`src/rtl/stack_sequencer_if.sv`:
```
// Byte-wide memory bus between the stack sequencer (master) and the bus interface (slave).
// mem_rdata is expected to be valid combinationally while mem_re is high.
interface stack_sequencer_if;
  logic [15:0] mem_addr;
  logic [7:0]  mem_wdata;
  logic        mem_we;
  logic        mem_re;
  logic [7:0]  mem_rdata;

  modport master (
    output mem_addr,
    output mem_wdata,
    output mem_we,
    output mem_re,
    input  mem_rdata
  );

  modport slave (
    input  mem_addr,
    input  mem_wdata,
    input  mem_we,
    input  mem_re,
    output mem_rdata
  );
endinterface

```
`src/rtl/stack_sequencer.sv`:
```
// Stack operation sequencer: PUSH/POP/CALL/RET as a series of M-cycle steps, one per cpu_en,
// driving register-file select/write, SP +/-2 strobes, PC load and a byte-wide memory bus.
module stack_sequencer #(
  parameter bit PUSH_INTERNAL = 1'b1
) (
  input  logic                      clk,
  input  logic                      reset,
  input  logic                      cpu_en,
  input  logic                      start,
  input  logic [1:0]                op,
  input  logic [2:0]                rr,
  input  logic [15:0]               pc,
  input  logic [15:0]               target,
  input  logic [15:0]               sp,
  input  logic [15:0]               reg16_rdata,
  stack_sequencer_if.master         bus,
  output logic                      busy,
  output logic                      done,
  output logic [2:0]                reg16_src,
  output logic [2:0]                reg16_dst,
  output logic [15:0]               reg16_wdata,
  output logic                      reg16_write,
  output logic                      sp_inc,
  output logic                      sp_dec,
  output logic                      pc_load,
  output logic [15:0]               pc_wdata
);

  typedef enum logic [1:0] {
    OpPush = 2'b00,
    OpPop  = 2'b01,
    OpCall = 2'b10,
    OpRet  = 2'b11
  } op_e;

  typedef enum logic [2:0] {
    StIdle,
    StInt,
    StWrHi,
    StWrLo,
    StRdLo,
    StRdHi,
    StJmp
  } state_e;

  state_e      state_q;
  op_e         op_q;
  logic [2:0]  rr_q;
  logic [15:0] pc_q;
  logic [15:0] target_q;
  logic [15:0] push_data_q;
  logic [7:0]  lo_q;
  logic [7:0]  hi_q;
  logic        busy_q;
  logic        done_q;

  op_e         op_in;
  logic        is_push_like;
  logic        skip_cmd;
  logic        accept;

  assign op_in        = op_e'(op);
  assign is_push_like = (op_in == OpPush) || (op_in == OpCall);
  // PUSH/POP of a selector with bit 2 set has no register behind it: complete with no activity.
  assign skip_cmd     = ((op_in == OpPush) || (op_in == OpPop)) && rr[2];
  assign accept       = (state_q == StIdle) && start && cpu_en;

  // Sequencer state, command latches and the registered busy/done flags.
  always_ff @(posedge clk) begin
    if (reset) begin
      state_q     <= StIdle;
      op_q        <= OpPush;
      rr_q        <= 3'd0;
      pc_q        <= 16'd0;
      target_q    <= 16'd0;
      push_data_q <= 16'd0;
      lo_q        <= 8'd0;
      hi_q        <= 8'd0;
      busy_q      <= 1'b0;
      done_q      <= 1'b0;
    end else begin
      done_q <= 1'b0;
      if (cpu_en) begin
        unique case (state_q)
          StIdle: begin
            if (accept) begin
              op_q     <= op_in;
              rr_q     <= rr;
              pc_q     <= pc;
              target_q <= target;
              if (skip_cmd) begin
                done_q <= 1'b1;
              end else if (is_push_like) begin
                busy_q <= 1'b1;
                if (PUSH_INTERNAL) begin
                  state_q <= StInt;
                end else begin
                  state_q     <= StWrHi;
                  push_data_q <= (op_in == OpCall) ? pc : reg16_rdata;
                end
              end else begin
                busy_q  <= 1'b1;
                state_q <= StRdLo;
              end
            end
          end
          StInt: begin
            push_data_q <= (op_q == OpCall) ? pc_q : reg16_rdata;
            state_q     <= StWrHi;
          end
          StWrHi: begin
            state_q <= StWrLo;
          end
          StWrLo: begin
            state_q <= StIdle;
            busy_q  <= 1'b0;
            done_q  <= 1'b1;
          end
          StRdLo: begin
            lo_q    <= bus.mem_rdata;
            state_q <= StRdHi;
          end
          StRdHi: begin
            if (op_q == OpRet) begin
              hi_q    <= bus.mem_rdata;
              state_q <= StJmp;
            end else begin
              state_q <= StIdle;
              busy_q  <= 1'b0;
              done_q  <= 1'b1;
            end
          end
          StJmp: begin
            state_q <= StIdle;
            busy_q  <= 1'b0;
            done_q  <= 1'b1;
          end
          default: begin
            state_q <= StIdle;
            busy_q  <= 1'b0;
          end
        endcase
      end
    end
  end

  assign busy = busy_q;
  assign done = done_q;

  // Without the internal cycle push data is captured on the accept edge, so the register file
  // must already be looking at the incoming selector while idle.
  assign reg16_src = (!PUSH_INTERNAL && (state_q == StIdle)) ? rr : rr_q;
  assign reg16_dst = rr_q;

  // SP only moves on the final bus step, so address offsets are taken from the live sp input.
  always_comb begin
    bus.mem_addr  = 16'd0;
    bus.mem_wdata = 8'd0;
    bus.mem_we    = 1'b0;
    bus.mem_re    = 1'b0;
    reg16_wdata   = 16'd0;
    reg16_write   = 1'b0;
    sp_inc        = 1'b0;
    sp_dec        = 1'b0;
    pc_load       = 1'b0;
    pc_wdata      = 16'd0;
    unique case (state_q)
      StWrHi: begin
        bus.mem_addr  = sp - 16'd1;
        bus.mem_wdata = push_data_q[15:8];
        bus.mem_we    = cpu_en;
      end
      StWrLo: begin
        bus.mem_addr  = sp - 16'd2;
        bus.mem_wdata = push_data_q[7:0];
        bus.mem_we    = cpu_en;
        sp_dec        = cpu_en;
        if (op_q == OpCall) begin
          pc_load  = cpu_en;
          pc_wdata = target_q;
        end
      end
      StRdLo: begin
        bus.mem_addr = sp;
        bus.mem_re   = cpu_en;
      end
      StRdHi: begin
        bus.mem_addr = sp + 16'd1;
        bus.mem_re   = cpu_en;
        sp_inc       = cpu_en;
        if (op_q == OpPop) begin
          reg16_write = cpu_en;
          reg16_wdata = {bus.mem_rdata, lo_q};
        end
      end
      StJmp: begin
        pc_load  = cpu_en;
        pc_wdata = {hi_q, lo_q};
      end
      default: begin
      end
    endcase
  end

endmodule

```
`src/flat_wrapper.sv`:
```
// flat-port wrapper written by rule: the top's interface ports become plain ports
module stack_sequencer_flat 
#(
  parameter bit PUSH_INTERNAL = 1'b1
)
  (clk, reset, cpu_en, start, op, rr, pc, target, sp, reg16_rdata, busy, done, reg16_src, reg16_dst, reg16_wdata, reg16_write, sp_inc, sp_dec, pc_load, pc_wdata, bus_mem_addr, bus_mem_wdata, bus_mem_we, bus_mem_re, bus_mem_rdata);
  stack_sequencer_if bus_i ();
  input  logic clk;
  input  logic reset;
  input  logic cpu_en;
  input  logic start;
  input  logic [1:0] op;
  input  logic [2:0] rr;
  input  logic [15:0] pc;
  input  logic [15:0] target;
  input  logic [15:0] sp;
  input  logic [15:0] reg16_rdata;
  output logic busy;
  output logic done;
  output logic [2:0] reg16_src;
  output logic [2:0] reg16_dst;
  output logic [15:0] reg16_wdata;
  output logic reg16_write;
  output logic sp_inc;
  output logic sp_dec;
  output logic pc_load;
  output logic [15:0] pc_wdata;
  output wire logic [$bits(bus_i.mem_addr)-1:0] bus_mem_addr;
  output wire logic [$bits(bus_i.mem_wdata)-1:0] bus_mem_wdata;
  output wire logic [$bits(bus_i.mem_we)-1:0] bus_mem_we;
  output wire logic [$bits(bus_i.mem_re)-1:0] bus_mem_re;
  input wire logic [$bits(bus_i.mem_rdata)-1:0] bus_mem_rdata;
  assign bus_mem_addr = bus_i.mem_addr;
  assign bus_mem_wdata = bus_i.mem_wdata;
  assign bus_mem_we = bus_i.mem_we;
  assign bus_mem_re = bus_i.mem_re;
  assign bus_i.mem_rdata = bus_mem_rdata;
  stack_sequencer #(.PUSH_INTERNAL(PUSH_INTERNAL)) u_core (.clk(clk), .reset(reset), .cpu_en(cpu_en), .start(start), .op(op), .rr(rr), .pc(pc), .target(target), .sp(sp), .reg16_rdata(reg16_rdata), .bus(bus_i), .busy(busy), .done(done), .reg16_src(reg16_src), .reg16_dst(reg16_dst), .reg16_wdata(reg16_wdata), .reg16_write(reg16_write), .sp_inc(sp_inc), .sp_dec(sp_dec), .pc_load(pc_load), .pc_wdata(pc_wdata));
endmodule
```
`config.mk`:
```
export PLATFORM = sky130hd
export DESIGN_NAME = stack_sequencer_flat
export DESIGN_NICKNAME = d
export VERILOG_FILES = /design/src/rtl/stack_sequencer_if.sv /design/src/rtl/stack_sequencer.sv /design/src/flat_wrapper.sv
export SDC_FILE = /design/constraint.sdc
export NUM_CORES = 1
export LEC_CHECK = 0
export ABC_AREA = 1
export BUFFER_PORTS_ARGS = -buffer_cell sky130_fd_sc_hd__clkbuf_2
export CAP_MARGIN = 20
export CORE_MARGIN = 4
export CORE_UTILIZATION = 52
export DETAILED_ROUTE_END_ITERATION = 12
export GPL_TIMING_DRIVEN = 0
export PLACE_DENSITY = 0.81
export SLEW_MARGIN = 10
export SYNTH_ARGS = -nofsm -noshare
export SYNTH_HDL_FRONTEND = slang
export SYNTH_SLANG_ARGS = --single-unit
```
`constraint.sdc`:
```
create_clock -name clk -period 3 [get_ports clk]
set_input_delay 0.15 -clock clk [delete_from_list [all_inputs] [get_ports clk]]
set_output_delay 0.15 -clock clk [all_outputs]
set_load 0.05 [all_outputs]
```
* Yosys cells after proc, flatten, opt, wreduce, memory -nomap -nowiden
Cells that the tools add are included.
** Word-level totals
- Bits in registers :: 74
- Input bits :: 81
- Output and inout bits :: 70
- Logic and storage cells :: 75
** Cells by class
- Add/subtract/negate cells :: 3
- Equal/unequal tests :: 14
- Multiplexer cells :: 28
- Bitwise operators :: 2
- Reductions and logical operators :: 18
** Operators with widths (count)
- 16-bit 2-to-1 mux :: 4
- 16-bit one-hot mux with 4 select lines :: 1
- 16-bit one-hot mux with 2 select lines :: 1
- 16-bit by 1-bit adder with 16-bit output, second input constant :: 1
- 8-bit one-hot mux with 2 select lines :: 1
- 16-bit by 1-bit subtractor with 16-bit output, second input constant :: 1
- 16-bit by 2-bit subtractor with 16-bit output, second input constant :: 1
- 3-bit one-hot mux with 5 select lines :: 1
- 1-bit 2-to-1 mux :: 13
- 3-bit 2-to-1 mux :: 4
- 3-bit equality test, second input constant :: 3
- 3-bit AND reduction :: 3
- 2-bit OR reduction :: 4
- 2-bit equality test, second input constant :: 3
- 3-bit by 2-bit equality test with 1-bit output, second input constant :: 2
- 1-bit one-hot mux with 3 select lines :: 2
- 5-bit AND reduction :: 1
- 2-bit by 1-bit equality test with 1-bit output, second input constant :: 2
- 2-bit inequality test, second input constant :: 2
- 2-bit AND reduction :: 2
- 3-bit by 1-bit equality test with 1-bit output, second input constant :: 1
- 1-bit logical AND :: 3
- 3-bit logical NOT :: 1
- 3-bit OR reduction :: 1
- 5 further kinds :: 7

* Logic depth before layout (Yosys ltp)
Gate-level depths: netlist (run 1).
- Word-level depth :: 6
- Gate-level depth with buffers :: 13
- Depth with buffers taken out :: 12

* Least setup slack after synthesis (run 1)
No wires, ideal clock.
- Path type :: reg-to-output
- From :: register u_core.state_q[1]
- To :: output port bus_mem_addr[3]
- Arrival time :: 3.006 ns
- Data required time :: 2.850 ns
- Slack :: -0.156 ns
- Cell stages (with the launch flop) :: 9
- Buffers on the path :: 1
- Path through :: dfxtp_1 inv_2 nand3_2 buf_1 ha_1 or2_2 and2_1 xnor2_1 o211ai_1
** Between the ends
- Word-level cells in the longest chain between the ends :: 2
- Elaborated cells between the ends (all ways) :: 5
- Those cells by class :: eq/ne (4); mux (1)
** Ends and longest elaborated chain
- start, declared :: line stack_sequencer.sv:46 : state_e state_q;
- start signal, assigned :: line stack_sequencer.sv:71 : state_q <= StIdle;
- start signal, assigned :: line stack_sequencer.sv:96 : state_q <= StInt;
- start signal, assigned :: line stack_sequencer.sv:98 : state_q <= StWrHi;
- 3-bit equality test / 3-bit by 2-bit equality test with 1-bit output (equally long branches) :: line stack_sequencer.sv:167 : unique case (state_q)
- 16-bit one-hot mux with 4 select lines (*) :: line stack_sequencer.sv:167
- end, declared :: line flat_wrapper.sv:28 : output wire logic [$bits(bus_i.mem_addr)-1:0] bus_mem_addr;
Every way passes the cells marked *; elsewhere a longest branch is shown, timed or not.

* Final worst setup path (run 1)
- From :: register u_core.state_q[1]
- To :: output port bus_mem_addr[7]
Same word-level chain as after synthesis.

==> results of run 1 <==
-- worst max path at each step --
| stage | slack [ns] | endpoint | cells after the start |
|---|---|---|---|
| after detailed placement | 0.08 | bus_mem_addr[5] | 11 |
| final | 0.15 | bus_mem_addr[7] | 11 |
| after global placement | 0.11 | bus_mem_addr[5] | 11 |
| after global routing | 0.004 | bus_mem_addr[5] | 11 |
| after floorplan | 0.20 | bus_mem_addr[3] | 8 |
| after CTS | 0.08 | bus_mem_addr[5] | 10 |
-- Yosys cell counts --
library cell  number  share of area (%)
a21oi_1           59                6.2
o21bai_1           1               0.16
nand3b_1           2               0.31
nor2_1            80                6.3
o211ai_1           2               0.31
xnor2_1            1               0.18
nor3_4             1               0.34
nand2_2            2               0.26
a22oi_1            1               0.16
nand4_1            3               0.39
nand2_4            1               0.24
nand2_1          171                 13
nor3_1            15                1.6
and2_1             1               0.13
inv_4              1               0.13
buf_4              8                1.3
xor2_1             1               0.18
o22ai_1           16                2.1
nand3_2            2               0.42
buf_6              3               0.71
ha_1              17                4.5
o21ai_0           82                8.6
o22ai_2            1               0.26
fa_1               1               0.42
nor2_2             4               0.52
clkbuf_1           8               0.63
buf_1              1              0.079
a31oi_1           16                2.1
inv_1            107                8.4
dfxtp_1           74                 31
or2_2              4               0.52
o21ai_1           12                1.3
o221ai_1           2               0.37
nand3_1           45                4.7
inv_2              5               0.39
buf_2             13                1.4
-- sequential cells by signal (all words and copies together) (netlist names) --
register	flops
u_core.push_data_q	16
u_core.lo_q	8
u_core.op_q	2
u_core.busy	1
u_core.pc_q	16
u_core.target_q	16
u_core.reg16_dst	3
u_core.hi_q	8
u_core.state_q	3
u_core.done	1
-- per-layer routing --
layer | up-vias | GRT usage (%) | wire length (um)
li1 | 2816 | - | -
met1 | 2390 | 34.95 | 6400
met2 | 213 | 41.21 | 6680
met3 | 15 | 4.726 | 1035
met4 | 0 | 7.123 | 197
met5 | - | 0 | 0
-- critical path: cells and delay by family (launching register included) --
family                     cells  cell delay [ns]
DFF                            1             0.36
adders and majority gates      1             0.33
and+or+nand+nor                4             0.70
buffers and inverters          3             0.63
AOI/OAI and AO/OA              3             0.33
-- where the power goes --
part	internal, uW	total, uW	switching, uW
Sequential	1080	1120	46.1
Clock	390	784	394
Combinational	284	961	677
-- cell type report --
| class | instances | area (um^2) | share of cell area, % |
|---|---|---|---|
| buffer | 33 | 209.0 | 3.551 |
| multi-input combinational | 543 | 2676 | 45.48 |
| clock buffer | 9 | 123.9 | 2.105 |
| inverter | 113 | 426.7 | 7.251 |
| clock inverter | 7 | 75.07 | 1.276 |
| tap | 108 | 135.1 | 2.296 |
| sequential | 74 | 1483 | 25.20 |
| timing repair buffer | 150 | 755.7 | 12.84 |
-- logic make-up (layout without fill, tap and decap cells) --
kind of cell / after synthesis / in the layout / synth area share (%)
AO/OA/AOI/OAI: 192 / 192 / 21.51
XOR/XNOR: 2 / 2 / 0.3673
adder cells (fa/ha/maj): 18 / 18 / 4.879
buffers and inverters: 146 / 312 / 12.99
flip-flops: 74 / 74 / 31.06
AND/OR/NAND/NOR: 331 / 331 / 29.20
-- timing repair --
item                       4_1_cts  5_1_grt
resized for setup                4        9
hold buffers                     0        0
setup endpoints to repair       11        6
-- metrics by stage --
step / area (um^2) / hold WS, ns
after floorplan: 4771 / 0.2191
after global placement: 5657 / 0.3715
after detailed placement: 5657 / 0.3738
after CTS: 5873 / 0.007898
after global routing: 5884 / 0.01906
final: 5884 / 0.01281
==> out/results.md, run 1 <==
## Status
• **result of the run** completed

## Worst setup path
• **Worst EP required** 2.85 ns
• **Reg2Reg Capture Point** u_core.push_data_q[9]$_SDFFE_PP0P_
• **reg-to-reg setup timing slack** 1.39 ns
• **CP max stage cell** dfxtp_1
• **Worst R2R Path Depth** 6
• **sort of element at the start of the critical path** flip-flop
• **CP Cell Sequence** inv_2 -> nand3_4 -> buf_12 -> ha_1 -> or2_2 -> nand3_1 -> nand2_1 -> a21oi_1 -> o21ai_0 -> o21ai_0 -> clkbuf_2
• **Max stage delay on crit path** 0.36 ns
• **cell repeated most along the worst path** o21ai_0
• **critical path class** flip-flop to primary output
• **critical path endpoint category** primary output
• **worst-path maximum fanout** 26
• **arrival time reported for the critical path endpoint** 2.70 ns
• **worst setup path startpoint** u_core.state_q[1]$_SDFFE_PP0P_
• **source of the worst register-to-register timing path** u_core.op_q[1]$_SDFFE_PP0P_

## Finish
• **commonest non-fill, non-tap cells in the layout** nand2_1 (171), clkbuf_2 (145), inv_1 (107)
• **Layout area overhead** 23.37%
• **count of fill cells added during filler insertion** 874
• **fraction of layout cells with a size suffix above 1** 22.93%
• **most common cell after layout, fill and taps aside** nand2_1
• **Final nets** 1,023
• **Antenna Cells** 0
• **Post-Layout Cell Count** 1,037
• **final standard cell utilization of the core** 66.82%

## Timing
• **final setup vio count** 0
• **slew at the pin closest to its max-slew limit** 0.5139 ns
• **worst slew margin relative to its limit** 65.71%
• **Setup WS post-layout** 0.1461 ns
• **post-route clock skew** 0.01655 ns
• **setup repair after global routing missed its margin** yes
• **share of the cycle needed by the critical path after routing** 95.13%
• **fin. max-slew vios** 0
• **number of hold violations in the final report** 0
• **Fmax** 350.4 MHz
• **post-layout minimum cycle time** 2.854 ns
• **accumulated negative setup slack** 0 ns

## CTS
• **Worst-Skew Late Latency** 0.35 ns
• **Clock Tree Buf Depth** 2
• **CTS H-tree depth** 3
• **buffers inserted during post-CTS setup optimization** 0
• **TritonCTS clock tree** done
• **clock transition at the register clock pins on the worst setup and hold paths after CTS** 0.09 ns
• **number of clock buffers inserted by TritonCTS** 9
• **buffer type at the clock tree root** clkbuf_8
• **sink count of the clock tree** 74

## Synth
• **synthesized cell area** 0.004770 mm^2
• **Yosys warning total** 0
• **library cells used by synthesis** 36
• **register area share after synthesis** 31.06%
• **post-synthesis register bit count** 74
• **post-synth net total** 862
• **Mean Syn Cell Area** 6.251 um^2
• **number of instances in the synthesized netlist** 763

## Die
• **Die Width** 103.8 um
• **top-level I/O count** 151
• **area of the die** 0.01077 mm^2
• **Initial Utilization** 54.16%
• **Placement Rows** 34
• **Chip Height** 103.8 um
• **area of the placeable core** 0.008806 mm^2

## GRT
• **global-route wire length before repair** 23.05 mm
• **via count of the first global-routing pass** 4,874
• **antenna violations before repair** 0
• **GRT overflow** 0
• **total global-route track usage** 25.51%
• **maximum number of pins on one net before global-route repair** 27

## Placement
• **worst slack at placement** 0.08424 ns
• **placed cells** 1,021
• **number of I/O port buffers** 150
• **Final Wtd Congestion** 0.9184
• **Detail Placement HPWL** 11.18 mm

## Routing
• **Final Routed Wirelength** 14.31 mm
• **final routed wire length divided by cell count** 13.80 um
• **post-detailed-route DRC marker count** 0
• **number of vias in the routed layout** 5,434
• **antenna violation net count after detailed routing** 0
• **number of DRC violations after detailed-routing iteration 0** 312
• **number of vias per cell after detailed routing** 5.240
• **first-pass detailed-route iteration total** 5

## Hold path
• **number of stages on the worst hold path** 3
• **Hold Crit Class** primary input to flip-flop
• **end point of the worst hold path** u_core.pc_q[12]$_SDFFE_PP0P_
• **Hold Startpoint** pc[12]

## Power and ir drop
• **leakage power** 0.002927 uW
• **power density over the cells** 487.2 mW/mm^2
• **total power** 2867 uW
• **worst-case vdd ir drop** 0.3721 mV

## Job
• **number of maximum-capacitance constraint violations** 0

Power figures use the tool's default switching activity.
==> run 2: changes to the inputs <==
--- a/config.mk
+++ b/config.mk
@@ -11,7 +11,7 @@
 export CORE_MARGIN = 4
 export CORE_UTILIZATION = 52
 export DETAILED_ROUTE_END_ITERATION = 12
-export GPL_TIMING_DRIVEN = 0
+export GPL_TIMING_DRIVEN = 1
 export PLACE_DENSITY = 0.81
 export SLEW_MARGIN = 10
 export SYNTH_ARGS = -nofsm -noshare
==> run 2 against run 1 <==
Effect of this change:
- count of clock-buffer cells in the layout did not move
- flip-flop and latch count stayed put
- register-to-register slack got worse by 0.47 ns
- sequential share of layout area up 0.58 points
- total power increased by 0.53%
- largest power group unchanged
==> out/results.md, run 2 (synthesis gave the netlist of run 1 again) <==
## Status
• **result of the run** completed

## CTS
• **buffers inserted during post-CTS setup optimization** 0, unchanged
• **number of clock buffers inserted by TritonCTS** 9, unchanged
• **buffer type at the clock tree root** clkbuf_8
• **number of buffers inserted for hold repair after clock tree synthesis** 0, unchanged
• **Clock Tree Buf Depth** 2, unchanged
• **CTS H-tree depth** 3, unchanged
• **clock transition at the register clock pins on the worst setup and hold paths after CTS** 0.08 ns, about the same
• **TritonCTS clock tree** done
• **sink count of the clock tree** 74, unchanged
• **Worst-Skew Late Latency** 0.34 ns, about the same

## Worst setup path
• **Max stage delay on crit path** 0.43 ns, +0.07 ns
• **CP Cell Sequence** inv_2 -> nand3_4 -> buf_8 -> ha_1 -> nand2_1 -> inv_1 -> a21oi_1 -> nand2_1 -> a21oi_1 -> o21ai_0 -> o21ai_0 -> clkbuf_2
• **Worst EP required** 2.85 ns, about the same
• **CP max stage cell** dfxtp_1
• **critical path class** flip-flop to primary output
• **critical path endpoint category** primary output
• **worst-path maximum fanout** 26, unchanged
• **arrival time reported for the critical path endpoint** 2.60 ns, -0.10 ns
• **sort of element at the start of the critical path** flip-flop

## Timing
• **post-layout minimum cycle time** 2.753 ns, -0.1009 ns
• **worst slew margin relative to its limit** 43.81%, -22 points
• **share of the cycle needed by the critical path after routing** 91.77%, -3.4 points
• **post-route clock skew** 0.01048 ns, -0.006065 ns
• **final setup vio count** 0, unchanged
• **Fmax** 363.2 MHz, +3.7%
• **Setup WS post-layout** 0.2470 ns, +0.1009 ns
• **Worst Hold Slack** 0.02780 ns, +0.01498 ns
• **fin. max-slew vios** 0, unchanged
• **slew at the pin closest to its max-slew limit** 0.8429 ns, +0.3290 ns
• **number of hold violations in the final report** 0, unchanged

## Power and ir drop
• **switching share of power** 37.70%, -1.2 points
• **proportion of power drawn by the clock network** 28.7%, +1.4 points
• **relative contribution of sequential cells to total power** 39.1%, about the same
• **relative contribution of combinational cells to total power** 32.2%, -1.3 points
• **leakage power** 0.002843 uW, -2.9%
• **worst-case vdd ir drop** 0.3202 mV, -14%
• **power density over the cells** 501.1 mW/mm^2, +2.8%
• **Internal Power** 1796 uW, +2.6%
• **net switching power** 1087 uW, -2.7%

## Finish
• **area of all placed cells without fillers** 0.005752 mm^2, -2.3%
• **commonest non-fill, non-tap cells in the layout** nand2_1 (171), clkbuf_2 (148), inv_1 (107)
• **fraction of layout cells with a size suffix above 1** 21.59%, -1.3 points
• **Antenna Cells** 0, unchanged
• **Final nets** 999, -2.3%
• **area occupied by multi-input gates** 0.002676 mm^2, unchanged
• **final standard cell utilization of the core** 65.32%, -1.5 points
• **registers with the most flip-flops** u_core.pc_q (16), u_core.push_data_q (16), u_core.target_q (16)
• **Register Area** 0.001483 mm^2, unchanged
• **most common cell after layout, fill and taps aside** nand2_1
• **count of fill cells added during filler insertion** 834, -4.6%
• **Layout area overhead** 20.59%

## GRT
• **maximum number of pins on one net before global-route repair** 53, +96%
• **global-route wire length before repair** 23.78 mm, +3.2%
• **total global-route track usage** 25.81%, +0.31 points
• **antenna violations before repair** 0, unchanged
• **GRT overflow** 0, unchanged
• **via count of the first global-routing pass** 5,194, +6.6%

## Routing
• **final routed wire length divided by cell count** 14.17 um, +2.6%
• **number of vias per cell after detailed routing** 5.441, +3.8%
• **post-detailed-route DRC marker count** 0, unchanged
• **antenna violation net count after detailed routing** 0, unchanged
• **Final Routed Wirelength** 14.32 mm, about the same
• **number of DRC violations after detailed-routing iteration 0** 367, +18%
• **first-pass detailed-route iteration total** 5, unchanged
• **number of vias in the routed layout** 5,501, +1.2%

## Die
• **Initial Utilization** 54.16%, unchanged
• **area of the placeable core** 0.008806 mm^2, unchanged
• **Placement Rows** 34, unchanged
• **top-level I/O count** 151, unchanged
• **Die Width** 103.8 um, unchanged
• **area of the die** 0.01077 mm^2, unchanged
• **Chip Height** 103.8 um, unchanged

## Placement
• **Final Wtd Congestion** 1.001, +9.0%
• **Detail Placement HPWL** 10.68 mm, -4.5%
• **number of I/O port buffers** 150, unchanged
• **worst slack at placement** 0.3546 ns, +0.2704 ns
• **post-placement cell area** 0.005530 mm^2, -2.2%

## Hold path
• **Hold Crit Class** primary input to flip-flop

## Job
• **number of maximum-capacitance constraint violations** 0, unchanged

## run 2: cell count changes in the layout (fill, tap and decap cells not counted), sizes merged
cell	before	now
buf	28	11
clkbuf	164	157
clkinv	4	2
inv	115	113
bufinv	1	2
clkinvlp	0	1
## run 2: metal layers
layer	track usage, %	part of all wire [%]
met1	33.31	44
met2	42.90	46
met3	4.851	6.9
met4	9.782	2.8
met5	0	0
## run 2: final timing paths
kind                                         from                               end  depth (start not counted)  slack [ns]
setup / recovery   u_core.state_q[1]$_SDFFE_PP0P_                   bus_mem_addr[7]                         12        0.25
hold / removal                              pc[2]       u_core.pc_q[2]$_SDFFE_PP0P_                          3        0.03
setup reg to reg   u_core.state_q[1]$_SDFFE_PP0P_  u_core.target_q[12]$_SDFFE_PP0P_                          7        0.92
hold reg to reg   u_core.target_q[1]$_SDFFE_PP0P_   u_core.target_q[1]$_SDFFE_PP0P_                          2        0.46
## run 2: what timing repair did
action	CTS	global route
pin swaps	0	0
gates cloned	0	0
setup endpoints to repair	2	9
gates resized for setup	1	5
## run 2: critical path: cells and delay by family (launching register included)
kind / cells / cell delay [ns]
buf+inv: 4 / 0.69
simple gates: 3 / 0.37
flops: 1 / 0.43
compound gates: 4 / 0.46
fa+ha+maj: 1 / 0.31
## run 2: layout make-up
cell class,count,area share (%)
clock inverters,5,1.414
multi-input cells,543,46.53
inverters,113,7.418
well taps,108,2.349
clock buffers,9,2.154
flip-flops and latches,74,25.78
repair buffers,159,14.36
## run 2: power groups by stage
stage | clock, uW | combinational (uW) | sequential, uW
2_1_floorplan | 0 | 667 | 1160
3_3_place_gp | 0 | 897 | 1140
3_5_place_dp | 0 | 918 | 1150
4_1_cts | 838 | 924 | 1120
5_1_grt | 875 | 1020 | 1140
6_report | 828 | 928 | 1130
## run 2: through the flow
step / power [uW] / setup TNS, ns / instances
global placement: 2039 / 0 / 997
detailed placement: 2064 / 0 / 997
floorplan: 1825 / 0 / 763
global route: 3036 / -0.01878 / 1011
CTS: 2885 / 0 / 1011
finish: 2882 / 0 / 1011
==> run 3: changes to the inputs <==
--- a/config.mk
+++ b/config.mk
@@ -13,6 +13,7 @@
 export DETAILED_ROUTE_END_ITERATION = 12
 export GPL_TIMING_DRIVEN = 1
 export PLACE_DENSITY = 0.81
+export REMOVE_ABC_BUFFERS = 1
 export SLEW_MARGIN = 10
 export SYNTH_ARGS = -nofsm -noshare
 export SYNTH_HDL_FRONTEND = slang
==> run 3 against run 2 <==
Effect of this change:
- flip-flop and latch count unchanged
- largest cell class unchanged
- non-clock buffer count increased by 1
- largest power group unchanged
- combinational power decreased by 0.5%
- highest routed layer unchanged
- via count decreased by 0.82%
- first-iteration DRC count decreased by 32%
- critical path depth increased by 1
- sequential share of layout area increased by 0.096 points
- routed wire length decreased by 0.68%
==> out/results.md, run 3 (synthesis gave the netlist of run 1 again) <==
## Status
• **result of the run** completed

## Worst setup path
• **critical path class** flip-flop to primary output
• **endpoint of the most critical setup path** bus_mem_addr[13]
• **critical path endpoint category** primary output
• **Worst R2R Path Depth** 7, unchanged
• **reg-to-reg setup timing slack** 0.90 ns, -0.02 ns
• **Worst EP required** 2.85 ns, about the same
• **worst setup path startpoint** u_core.state_q[0]$_SDFFE_PP0P_
• **worst-path maximum fanout** 11, -58%
• **source of the worst register-to-register timing path** u_core.state_q[1]$_SDFFE_PP0P_
• **Reg2Reg Capture Point** u_core.target_q[12]$_SDFFE_PP0P_
• **sort of element at the start of the critical path** flip-flop
• **arrival time reported for the critical path endpoint** 2.62 ns, +0.02 ns

## Timing
• **final setup vio count** 0, unchanged
• **share of the cycle needed by the critical path after routing** 92.26%, +0.49 points
• **worst slew margin relative to its limit** 42.72%, -1.1 points
• **post-layout minimum cycle time** 2.768 ns, +0.01467 ns
• **accumulated negative setup slack** 0 ns, unchanged
• **fin. max-slew vios** 0, unchanged
• **Setup WS post-layout** 0.2323 ns, -0.01467 ns
• **Fmax** 361.3 MHz, -0.53%
• **post-route clock skew** 0.01220 ns, +0.001719 ns
• **number of hold violations in the final report** 0, unchanged
• **slew at the pin closest to its max-slew limit** 0.8580 ns, +0.01511 ns

## Power and ir drop
• **leakage power** 0.002834 uW, -0.31%
• **power density over the cells** 486.3 mW/mm^2, -2.9%
• **worst-case vdd ir drop** 0.4232 mV, +32%

## Placement
• **Detail Placement HPWL** 10.73 mm, +0.49%
• **number of I/O port buffers** 150, unchanged
• **Final Wtd Congestion** 0.8565, -14%
• **worst slack at placement** 0.3871 ns, +0.03250 ns
• **placed cells** 998, +0.10%

## Routing
• **post-detailed-route DRC marker count** 0, unchanged
• **antenna violation net count after detailed routing** 0, unchanged
• **number of DRC violations after detailed-routing iteration 0** 249, -32%
• **number of vias per cell after detailed routing** 5.386, -1.0%
• **first-pass detailed-route iteration total** 5, unchanged
• **number of vias in the routed layout** 5,456, -0.82%
• **final routed wire length divided by cell count** 14.04 um, -0.88%
• **Final Routed Wirelength** 14.22 mm, -0.68%

## Die
• **area of the die** 0.01077 mm^2, unchanged
• **Placement Rows** 34, unchanged
• **area of the placeable core** 0.008806 mm^2, unchanged
• **top-level I/O count** 151, unchanged
• **Initial Utilization** 54.16%, unchanged
• **Die Width** 103.8 um, unchanged
• **Chip Height** 103.8 um, unchanged

## Hold path
• **Hold Startpoint** pc[9]
• **number of stages on the worst hold path** 3, unchanged
• **Hold Crit Class** primary input to flip-flop

## Finish
• **commonest non-fill, non-tap cells in the layout** nand2_1 (171), clkbuf_2 (149), inv_1 (107)
• **final standard cell utilization of the core** 65.08%, -0.24 points
• **area occupied by multi-input gates** 0.002676 mm^2, unchanged
• **registers with the most flip-flops** u_core.pc_q (16), u_core.push_data_q (16), u_core.target_q (16)
• **count of fill cells added during filler insertion** 817, -2.0%
• **Layout area overhead** 20.15%
• **Antenna Cells** 0, unchanged
• **most common cell after layout, fill and taps aside** nand2_1
• **Post-Layout Cell Count** 1,013, +0.20%
• **fraction of layout cells with a size suffix above 1** 21.66%, +0.063 points
• **Final nets** 1,000, +0.10%
• **Register Area** 0.001483 mm^2, unchanged

## GRT
• **GRT overflow** 0, unchanged
• **total global-route track usage** 26.07%, +0.25 points
• **antenna violations before repair** 0, unchanged
• **global-route wire length before repair** 23.96 mm, +0.75%
• **maximum number of pins on one net before global-route repair** 53, unchanged
• **via count of the first global-routing pass** 5,334, +2.7%

## CTS
• **sink count of the clock tree** 74, unchanged
• **buffer type at the clock tree root** clkbuf_8
• **number of buffers inserted for hold repair after clock tree synthesis** 0, unchanged
• **TritonCTS clock tree** done
• **clock transition at the register clock pins on the worst setup and hold paths after CTS** 0.08 ns, about the same
• **CTS H-tree depth** 3, unchanged
• **number of clock buffers inserted by TritonCTS** 9, unchanged
• **Worst-Skew Late Latency** 0.34 ns, about the same
• **Clock Tree Buf Depth** 2, unchanged

## Job
• **number of maximum-capacitance constraint violations** 0, unchanged

==> run 3: cell types whose count changed in the layout (fill, tap and decap cells not counted), sizes merged <==
cell    before  now
clkinv       2    3
bufinv       2    1
clkbuf     157  159
==> run 3: per-stage QoR <==
stage                     instance area [um^2]  hold slack, ns  power (uW)
after floorplan                           4577          0.2191        1783
after global routing                      5731         0.03210        2951
after CTS                                 5722         0.02370        2785
final                                     5731         0.02980        2787
after detailed placement                  5538          0.3769        2064
after global placement                    5538          0.3719        2041
==> run 3: per-layer routing <==
layer | up-vias | track usage, % | part of all wire, %
li1 | 2759 | - | -
met1 | 2491 | 30.89 | 41
met2 | 181 | 46.50 | 50
met3 | 25 | 5.535 | 6.9
met4 | 0 | 9.212 | 1.7
met5 | - | 0 | 0
==> run 3: how the worst min path moves through the flow <==
stage                                    to
2_1_floorplan      u_core.busy$_SDFFE_PP0P_
3_3_place_gp   u_core.pc_q[10]$_SDFFE_PP0P_
3_5_place_dp   u_core.pc_q[14]$_SDFFE_PP0P_
4_1_cts         u_core.pc_q[2]$_SDFFE_PP0P_
5_1_grt        u_core.pc_q[14]$_SDFFE_PP0P_
6_report        u_core.pc_q[9]$_SDFFE_PP0P_
==> run 3: cell type report <==
cell class                      instances  share of cell area (%)
Inverter                              113                   7.445
Clock buffer                           10                   2.227
Sequential cell                        74                   25.87
Multi-Input combinational cell        543                   46.70
Clock inverter                          5                  0.9825
Timing Repair Buffer                  160                   14.41
Tap cell                              108                   2.358
==> run 3: worst max-delay path: stages, from the launching register on <==
cell      delay (ns)
dfxtp_1         0.46
nand3_4         0.20
buf_4           0.23
ha_1            0.35
nand2_1         0.17
inv_1           0.06
nand2_1         0.06
nand2_1         0.04
a21oi_1         0.16
nand2_1         0.07
nand2_1         0.06
nand3_1         0.08
nand2_1         0.07
clkbuf_2        0.27
==> run 3: report_power, final <==
| group | switching [uW] | internal (uW) |
|---|---|---|
| combinational | 663 | 260 |
| clock | 357 | 378 |
| sequential | 52.0 | 1080 |
| total | 1070 | 1710 |
==> run 3: what timing repair did <==
action | 4_1_cts | 5_1_grt
resized for setup | 0 | 3
setup endpoints to repair | 0 | 10
setup buffers | 0 | 0
endpoints found under the hold margin | 0 | 0
